--- config.mk ---
export PLATFORM = sky130hd
export DESIGN_NAME = runtime_unload_outbound
export DESIGN_NICKNAME = d
export VERILOG_FILES = /design/src/rtl/runtime_unload_outbound.sv
export SDC_FILE = /design/constraint.sdc
export NUM_CORES = 2
export LEC_CHECK = 0
export ABC_AREA = 0
export BUFFER_PORTS_ARGS = -buffer_cell sky130_fd_sc_hd__buf_4
export CORE_AREA = 2 2 403 405
export CTS_CLUSTER_SIZE = 30
export DETAILED_ROUTE_END_ITERATION = 16
export DIE_AREA = 0 0 405 407
export PLACE_DENSITY = 0.47
export REMOVE_ABC_BUFFERS = 1
export SYNTH_ARGS = -nofsm -noshare
export SYNTH_HDL_FRONTEND = slang
export SYNTH_SLANG_ARGS = --single-unit
--- constraint.sdc ---
create_clock -name clk -period 3 [get_ports clk]
set_input_delay 0.15 -clock clk [delete_from_list [all_inputs] [get_ports clk]]
set_output_delay 0.15 -clock clk [all_outputs]
set_load 0.01 [all_outputs]
--- src/rtl/runtime_unload_outbound.sv ---
// Outbound RF unloader: after a start pulse, reads N result words from address 0 and
// streams them over valid/ready with tlast on the final word, then pulses done.
module runtime_unload_outbound #(
  parameter int dwidth_RFadd = 8,
  parameter int dwidth_data  = 512
) (
  input  logic                    clk,
  input  logic                    rst,
  input  logic                    start,
  input  logic [dwidth_RFadd-1:0] num_entry_outbound,
  output logic [dwidth_RFadd-1:0] rd_add_outbound,
  output logic                    rd_en_outbound,
  input  logic [dwidth_data-1:0]  rd_data_outbound,
  output logic [dwidth_data-1:0]  m_tdata,
  output logic                    m_tvalid,
  input  logic                    m_tready,
  output logic                    m_tlast,
  output logic                    busy,
  output logic                    done
);

  typedef enum logic [2:0] {IDLE, ARM, READ, DRAIN, FINISH} state_t;

  state_t                  r_state;
  state_t                  w_stateNext;
  logic [dwidth_RFadd-1:0] r_num;
  logic [dwidth_RFadd-1:0] r_addr;
  logic                    r_inflight;
  logic                    r_inflightLast;
  logic [dwidth_data-1:0]  r_data0;
  logic [dwidth_data-1:0]  r_data1;
  logic                    r_last0;
  logic                    r_last1;
  logic [1:0]              r_count;
  logic                    w_pop;
  logic                    w_push;
  logic                    w_lastAddr;
  logic                    w_rdEn;
  logic [2:0]              w_occ;

  assign m_tvalid        = (r_count != 2'd0);
  assign m_tdata         = r_data0;
  assign m_tlast         = m_tvalid & r_last0;
  assign w_pop           = m_tvalid & m_tready;
  assign w_push          = r_inflight;
  assign w_lastAddr      = (r_addr == (r_num - dwidth_RFadd'(1)));
  // Buffered words plus the read in flight, after this cycle's pop, must leave room
  assign w_occ           = {1'b0, r_count} + {2'b00, r_inflight} - {2'b00, w_pop};
  assign w_rdEn          = (r_state == READ) && (w_occ < 3'd2);
  assign rd_en_outbound  = w_rdEn;
  assign rd_add_outbound = r_addr;
  assign busy            = (r_state != IDLE);
  assign done            = (r_state == FINISH);

  always_comb begin
    w_stateNext = r_state;
    case (r_state)
      IDLE:   if (start) w_stateNext = ARM;
      ARM:    if (!start) w_stateNext = (num_entry_outbound == '0) ? FINISH : READ;
      READ:   if (w_rdEn && w_lastAddr) w_stateNext = DRAIN;
      DRAIN:  if (w_pop && m_tlast) w_stateNext = FINISH;
      FINISH: w_stateNext = IDLE;
      default: w_stateNext = IDLE;
    endcase
  end

  always_ff @(posedge clk) begin
    if (rst) begin
      r_state        <= IDLE;
      r_num          <= '0;
      r_addr         <= '0;
      r_inflight     <= 1'b0;
      r_inflightLast <= 1'b0;
    end else begin
      r_state        <= w_stateNext;
      r_inflight     <= w_rdEn;
      r_inflightLast <= w_rdEn && w_lastAddr;
      if (r_state == ARM) begin
        r_addr <= '0;
        if (!start) r_num <= num_entry_outbound;
      end else if (w_rdEn && !w_lastAddr) begin
        r_addr <= r_addr + dwidth_RFadd'(1);
      end
    end
  end

  // Two-entry shift FIFO; slot 0 is always the head presented on the stream
  always_ff @(posedge clk) begin
    if (rst) begin
      r_count <= 2'd0;
      r_data0 <= '0;
      r_data1 <= '0;
      r_last0 <= 1'b0;
      r_last1 <= 1'b0;
    end else begin
      case ({w_push, w_pop})
        2'b10: begin
          if (r_count == 2'd0) begin
            r_data0 <= rd_data_outbound;
            r_last0 <= r_inflightLast;
          end else begin
            r_data1 <= rd_data_outbound;
            r_last1 <= r_inflightLast;
          end
          r_count <= r_count + 2'd1;
        end
        2'b01: begin
          r_data0 <= r_data1;
          r_last0 <= r_last1;
          r_count <= r_count - 2'd1;
        end
        2'b11: begin
          if (r_count == 2'd1) begin
            r_data0 <= rd_data_outbound;
            r_last0 <= r_inflightLast;
          end else begin
            r_data0 <= r_data1;
            r_last0 <= r_last1;
            r_data1 <= rd_data_outbound;
            r_last1 <= r_inflightLast;
          end
        end
        default: ;
      endcase
    end
  end

endmodule

======== Word-level counts from Yosys, hierarchy flattened ========
Index checks and enable logic that the tools add are counted.
operators by class
  reduce and logical (&&, ||, !) cells .... 18
  magnitude comparators ................... 1
  mux-type cells .......................... 19
  bitwise gates (word level) .............. 3
  equal/unequal tests ..................... 16
  $add $sub $neg .......................... 6
operators by type and width
  operator                                                               number
  512-bit 2-to-1 mux                                                     4
  512-bit one-hot mux with 3 select lines                                1
  512-bit one-hot mux with 2 select lines                                1
  3-bit 2-to-1 mux                                                       5
  2-bit inequality test, second input constant                           6
  3-bit one-hot mux with 4 select lines                                  1
  8-bit by 1-bit adder with 8-bit output, second input constant          1
  8-bit equality test                                                    1
  8-bit zero test                                                        1
  8-bit by 1-bit subtractor with 8-bit output, second input constant     1
  3-bit by 2-bit equality test with 1-bit output, second input constant  2
  2-bit nonzero test                                                     3
  3-bit nonzero test                                                     2
  2-bit by 1-bit equality test with 1-bit output, second input constant  2
  2-bit equality test, second input constant                             2
  1-bit logical AND                                                      4
  1-bit 2-to-1 mux                                                       4
  2-bit one-hot mux with 2 select lines                                  1
  2-bit AND reduction                                                    2
  4-bit AND reduction                                                    1
  2-bit by 1-bit adder with 3-bit output                                 1
  3-bit by 1-bit equality test with 1-bit output, second input constant  1
  3-bit equality test, second input constant                             1
  3-bit zero test                                                        1
  other kinds (13)                                                       14
storage, ports and cells
  logic and storage cells ................. 73
  output and inout bits ................... 525
  register bits after elaboration ......... 1049

======== Depth between registers and ports, before layout ========
  word-level depth ........................ 8
  depth in mapped cells ................... 14
  gate-level depth less buffers ........... 14

======== Least setup slack after synthesis ========
No wires, ideal clock.
  path kind ............................... register -> register
  from .................................... reg r_count[1]
  to ...................................... reg r_addr[2] (netlist: rd_add_outbound[2])
  path slack .............................. 0.354 ns
  stages on the path, launching flop included .. 13
  arrival time ............................ 2.576 ns
  required time ........................... 2.930 ns
  buffers on the path ..................... 1
  clock period less this slack ............ 2.646 ns
  setup time .............................. 0.070 ns
  cell sequence ........................... dfxtp_1 inv_1 ha_1 inv_2 nand2_2 nor2_1 o21ai_0 fa_1 xnor2_1 nand3_1 clkbuf_8 or4_1 a21oi_1
between the ends
  cells in the longest elaborated chain, start to end .. 6
  elaborated cells between the ends (all ways) .. 7
ends and longest elaborated chain
  element                                                line  RTL
  from (decl)                                            34    logic [1:0] r_count;
  from (signal assigned)                                 105   r_count <= r_count + 2'd1;
  from (signal assigned)                                 110   r_count <= r_count - 2'd1;
  2-bit nonzero test                                     41    assign m_tvalid = (r_count != 2'd0);
  net m_tvalid                                           15    output logic m_tvalid,
  1-bit AND                                              44    assign w_pop = m_tvalid & m_tready;
  3-bit by 1-bit subtractor with 3-bit output            48    assign w_occ = {1'b0, r_count} + {2'b00, r_inflight} - {2'b00, w_pop};
  3-bit by 2-bit less-than comparator with 1-bit output  49    assign w_rdEn = (r_state == READ) && (w_occ < 3'd2);
  1-bit logical AND                                      49
  1-bit logical AND                                      81    end else if (w_rdEn && !w_lastAddr) begin
  to (signal assigned)                                   82    r_addr <= r_addr + dwidth_RFadd'(1);
  to (decl)                                              27    logic [dwidth_RFadd-1:0] r_addr;
The timed path passes the listed nets, and every way through them passes these cells.
A chain may end at the register's enable or synchronous reset.

======== Worst setup path after layout ========
  from .................................... reg r_count[1]
  to ...................................... out rd_en_outbound
between the ends
  cells in the longest elaborated chain, start to end .. 5
  elaborated cells between the ends (all ways) .. 6
ends and longest elaborated chain
  element                                                                                         line  RTL
  parallel branches: the longest is 2 deep, another holds 2-bit by 1-bit adder with 3-bit output  -
  3-bit by 1-bit subtractor with 3-bit output *                                                   48
  3-bit by 2-bit less-than comparator with 1-bit output *                                         49
  1-bit logical AND *                                                                             49
  to (decl)                                                                                       12    output logic rd_en_outbound,
Every way passes the cells marked *.

==> flow_metrics.env <==
export IMPL_start_kind="flip-flop"
export IMPL_io_pins=1049
export IMPL_place_gp_congestion=0.811
export IMPL_max_freq_mhz=362
export IMPL_hold_depth=4
export IMPL_p_per_area_mw_per_mm2=985
export IMPL_synth_area_top_cells="dfxtp_1 53%, a221oi_1 11%, nand2_1 10%, a21oi_1 6.7%, nor3_1 6.6%"
export IMPL_cp_depth=13
export IMPL_nNetsFinal=6703
export IMPL_ys_async_sr_fraction=0
export IMPL_start_util=0.245
export IMPL_ys_flop_type="dfxtp_1"
export IMPL_postRouteAntennaNets=0
export IMPL_worst_pin_slew_ps=885
export IMPL_yosysWarnings=0
export IMPL_area_delta_synth_final_pct=52.5
export IMPL_rows=147
export IMPL_die_y_microns=407
export IMPL_period_share=0.920
export IMPL_outcome="finished clean"
export IMPL_post_drt_wl_per_cell_microns=19.6
export IMPL_peakVddDrop_v=0.000716
export IMPL_skew_ps=56.9
export IMPL_slew_headroom=0.405
export IMPL_arrival_ps=2610
export IMPL_fillers=16300
export IMPL_register_area_sq_mm=0.0210
export IMPL_syn_area_per_cell_sq_um=8.29
export IMPL_ys_types=47
export IMPL_ys_ff_latch=1049
export IMPL_drt_iter0_markers=2716
export IMPL_via_per_inst=4.82
export IMPL_cp_common_cell="inv_2"
export IMPL_cp_max_fo=4
export IMPL_netlist_instances=4738
export IMPL_multi_input_area_sq_mm=0.0164
export IMPL_drive_above_1_share=0.227
export IMPL_numCtsBuffers=118
export IMPL_ys_top_cells_by_count="1,049 x dfxtp_1, 1,049 x nand2_1, 528 x a21oi_1"
export IMPL_hold_viol_final=0
export IMPL_synth_area_leader_cell="dfxtp_1"
export IMPL_drc=0
export IMPL_rsz0062_at_grt="false"
export IMPL_insertion_delay_ps=750
export IMPL_slowest_stage="fa_2"
export IMPL_die_area_sq_mm=0.165
export IMPL_setup_viol=0
export IMPL_critPathRequiredTime_ps=2850
export IMPL_cts_max_level=3
export IMPL_critical_path_buf_inv_count=6
export IMPL_grt_pass1_vias=38500
export IMPL_maxSlewViolCount=0
export IMPL_slowest_delay_ps=390
export IMPL_path_cells="inv_1 > ha_4 > inv_2 > nand2_2 > inv_2 > nor2_1 > o21ai_1 > fa_2 > xnor2_2 > nand3_2 > inv_2 > buf_4 > buf_4"
export IMPL_routed_wl_mm=165
export IMPL_synth_edff_count=0
export IMPL_grt_max_degree=112
export IMPL_reg2reg_from="r_count[1]$_SDFFE_PP0P_"
export IMPL_drv_cap=0
export IMPL_ff2ff_path_depth=13
export IMPL_utilization=0.374
export IMPL_p_leak_nw=22.7
export IMPL_die_w_microns=405
export IMPL_r2r_slack_ps=250
export IMPL_placed_cells=7642
export IMPL_yosysSeqAreaShare=0.534
export IMPL_period_needed_ps=2760
export IMPL_final_cells=8444
export IMPL_core_sq_mm=0.160
export IMPL_drtPass1Iterations=5
export IMPL_portBuffers=1048
export IMPL_clock_sinks=1049
export IMPL_grt_antenna_before_repair=13
export IMPL_grt_ovfl_total=0
export IMPL_synth_area_sq_mm=0.0393
export IMPL_crit_path_start="r_count[1]$_SDFFE_PP0P_"
export IMPL_r2r_end="r_data1[413]$_SDFFE_PP0P_"
export IMPL_endpoint_kind="output pin"
export IMPL_cp_endpoint="rd_en_outbound"
export IMPL_grt_usage=0.187
export IMPL_cts_tree="built"
export IMPL_hp_class="in2reg"
export IMPL_crit_family="adder cells"
export IMPL_synth_top_area_frac=0.534
export IMPL_grt_pass1_wl_mm=241
export IMPL_clk_pin_slew_ps=60
export IMPL_hpwl_mm=110
export IMPL_crit_type="reg2out"
export IMPL_clockRootBuffer="clkbuf_16"
export IMPL_clock_path_buffers=3
export IMPL_vias=40700
[layer usage]
metal / vias up / global-route usage / part of all wire
li1: 19500 / - / -
met1: 19600 / 0.239 / 0.42
met2: 1342 / 0.315 / 0.49
met3: 241 / 0.0373 / 0.061
met4: 4 / 0.0604 / 0.030
met5: - / 0 / 0.00014
[how the worst min path moves through the flow]
| stage | slack [ps] | startpoint | end |
|---|---|---|---|
| finish | 200 | rd_data_outbound[330] | r_data1[330]$_SDFFE_PP0P_ |
| global route | 140 | rd_data_outbound[330] | r_data1[330]$_SDFFE_PP0P_ |
| CTS | 110 | rd_data_outbound[330] | r_data1[330]$_SDFFE_PP0P_ |
| detailed placement | 420 | rd_data_outbound[330] | r_data1[330]$_SDFFE_PP0P_ |
| global placement | 410 | rd_data_outbound[21] | r_data1[21]$_SDFFE_PP0P_ |
| floorplan | 220 | rst | r_data1[0]$_SDFFE_PP0P_ |
[cell usage in the layout (no fill, tap or decap), types with 5 or more instances in the layout]
master         instances
bufinv_16              8
xnor2_1                9
buf_4               1132
nor3_1               517
ha_1                   5
a221oi_1             513
dfxtp_1             1049
o21ai_0                7
or3_1                  6
clkbuf_16            119
diode_2               14
or4_1                  5
a21oi_1              528
dlygate4sd3_1        563
nand2_1             1048
clkbuf_1              26
clkinv_2              18
inv_1                  7
nor2_1               522
clkbuf_8              34
buf_12                76
[power breakdown]
| part | internal (mW) | switching, mW |
|---|---|---|
| combinational | 10.1 | 13.7 |
| clock | 8.79 | 6.21 |
| sequential | 17.5 | 2.71 |
| total | 36.4 | 22.6 |
[area by class of cell]
| cell class | count | area share |
|---|---|---|
| inverter | 10 | 0.000626 |
| clock inverter | 40 | 0.00902 |
| sequential | 1049 | 0.350 |
| antenna | 14 | 0.000585 |
| timing repair buffer | 1774 | 0.262 |
| clock buffer | 178 | 0.0587 |
| tap | 2160 | 0.0451 |
| multi-input combinational | 3219 | 0.273 |
[metrics by stage]
step | power, mW | setup WS (ps) | area (sq um) | hold slack [ps] | TNS [ps]
after floorplan | 25.2 | -10020 | 37300 | 219 | -8718000
after global placement | 43.6 | 315 | 50100 | 407 | 0
after detailed placement | 43.7 | 326 | 50100 | 415 | 0
after CTS | 59.6 | 36.0 | 59800 | 108 | 0
after global routing | 62.5 | 25.8 | 59900 | 141 | 0
final | 59.0 | 240 | 59900 | 195 | 0
[state kept, by name, summed over array words and instances, names as in the netlist]
register,count
m_tdata,512
r_count,2
r_data1,512
r_inflight,1
r_inflightLast,1
r_last0,1
r_last1,1
r_num,8
r_state,3
rd_add_outbound,8
[kinds of logic (layout without fill, tap and decap cells)]
kind of cell / count (synthesis) / in the layout / synth area share
buffers and inverters: 470 / 2002 / 0.0505
DFF: 1049 / 1049 / 0.534
and+or+nand+nor: 2133 / 2133 / 0.224
other: 0 / 14 / 0
adders and majority gates: 7 / 7 / 0.00242
AOI/OAI and AO/OA: 1066 / 1066 / 0.186
xor gates and xnor gates: 13 / 13 / 0.00290
[timing repair]
item / CTS / global route
setup buffers: 2 / 4
cloned: 0 / 1
pin swaps: 1 / 3
hold buffers: 563 / 0
gates resized for setup: 2 / 7
hold endpoints to repair: 1035 / 0
endpoints found under the setup margin: 1 / 20
[worst min-delay path, stage by stage]
cell and delay [ps]:
dlygate4sd3_1 520, buf_4 100, nand2_1 40, a21oi_1 100
Power figures use the tool's default switching activity.
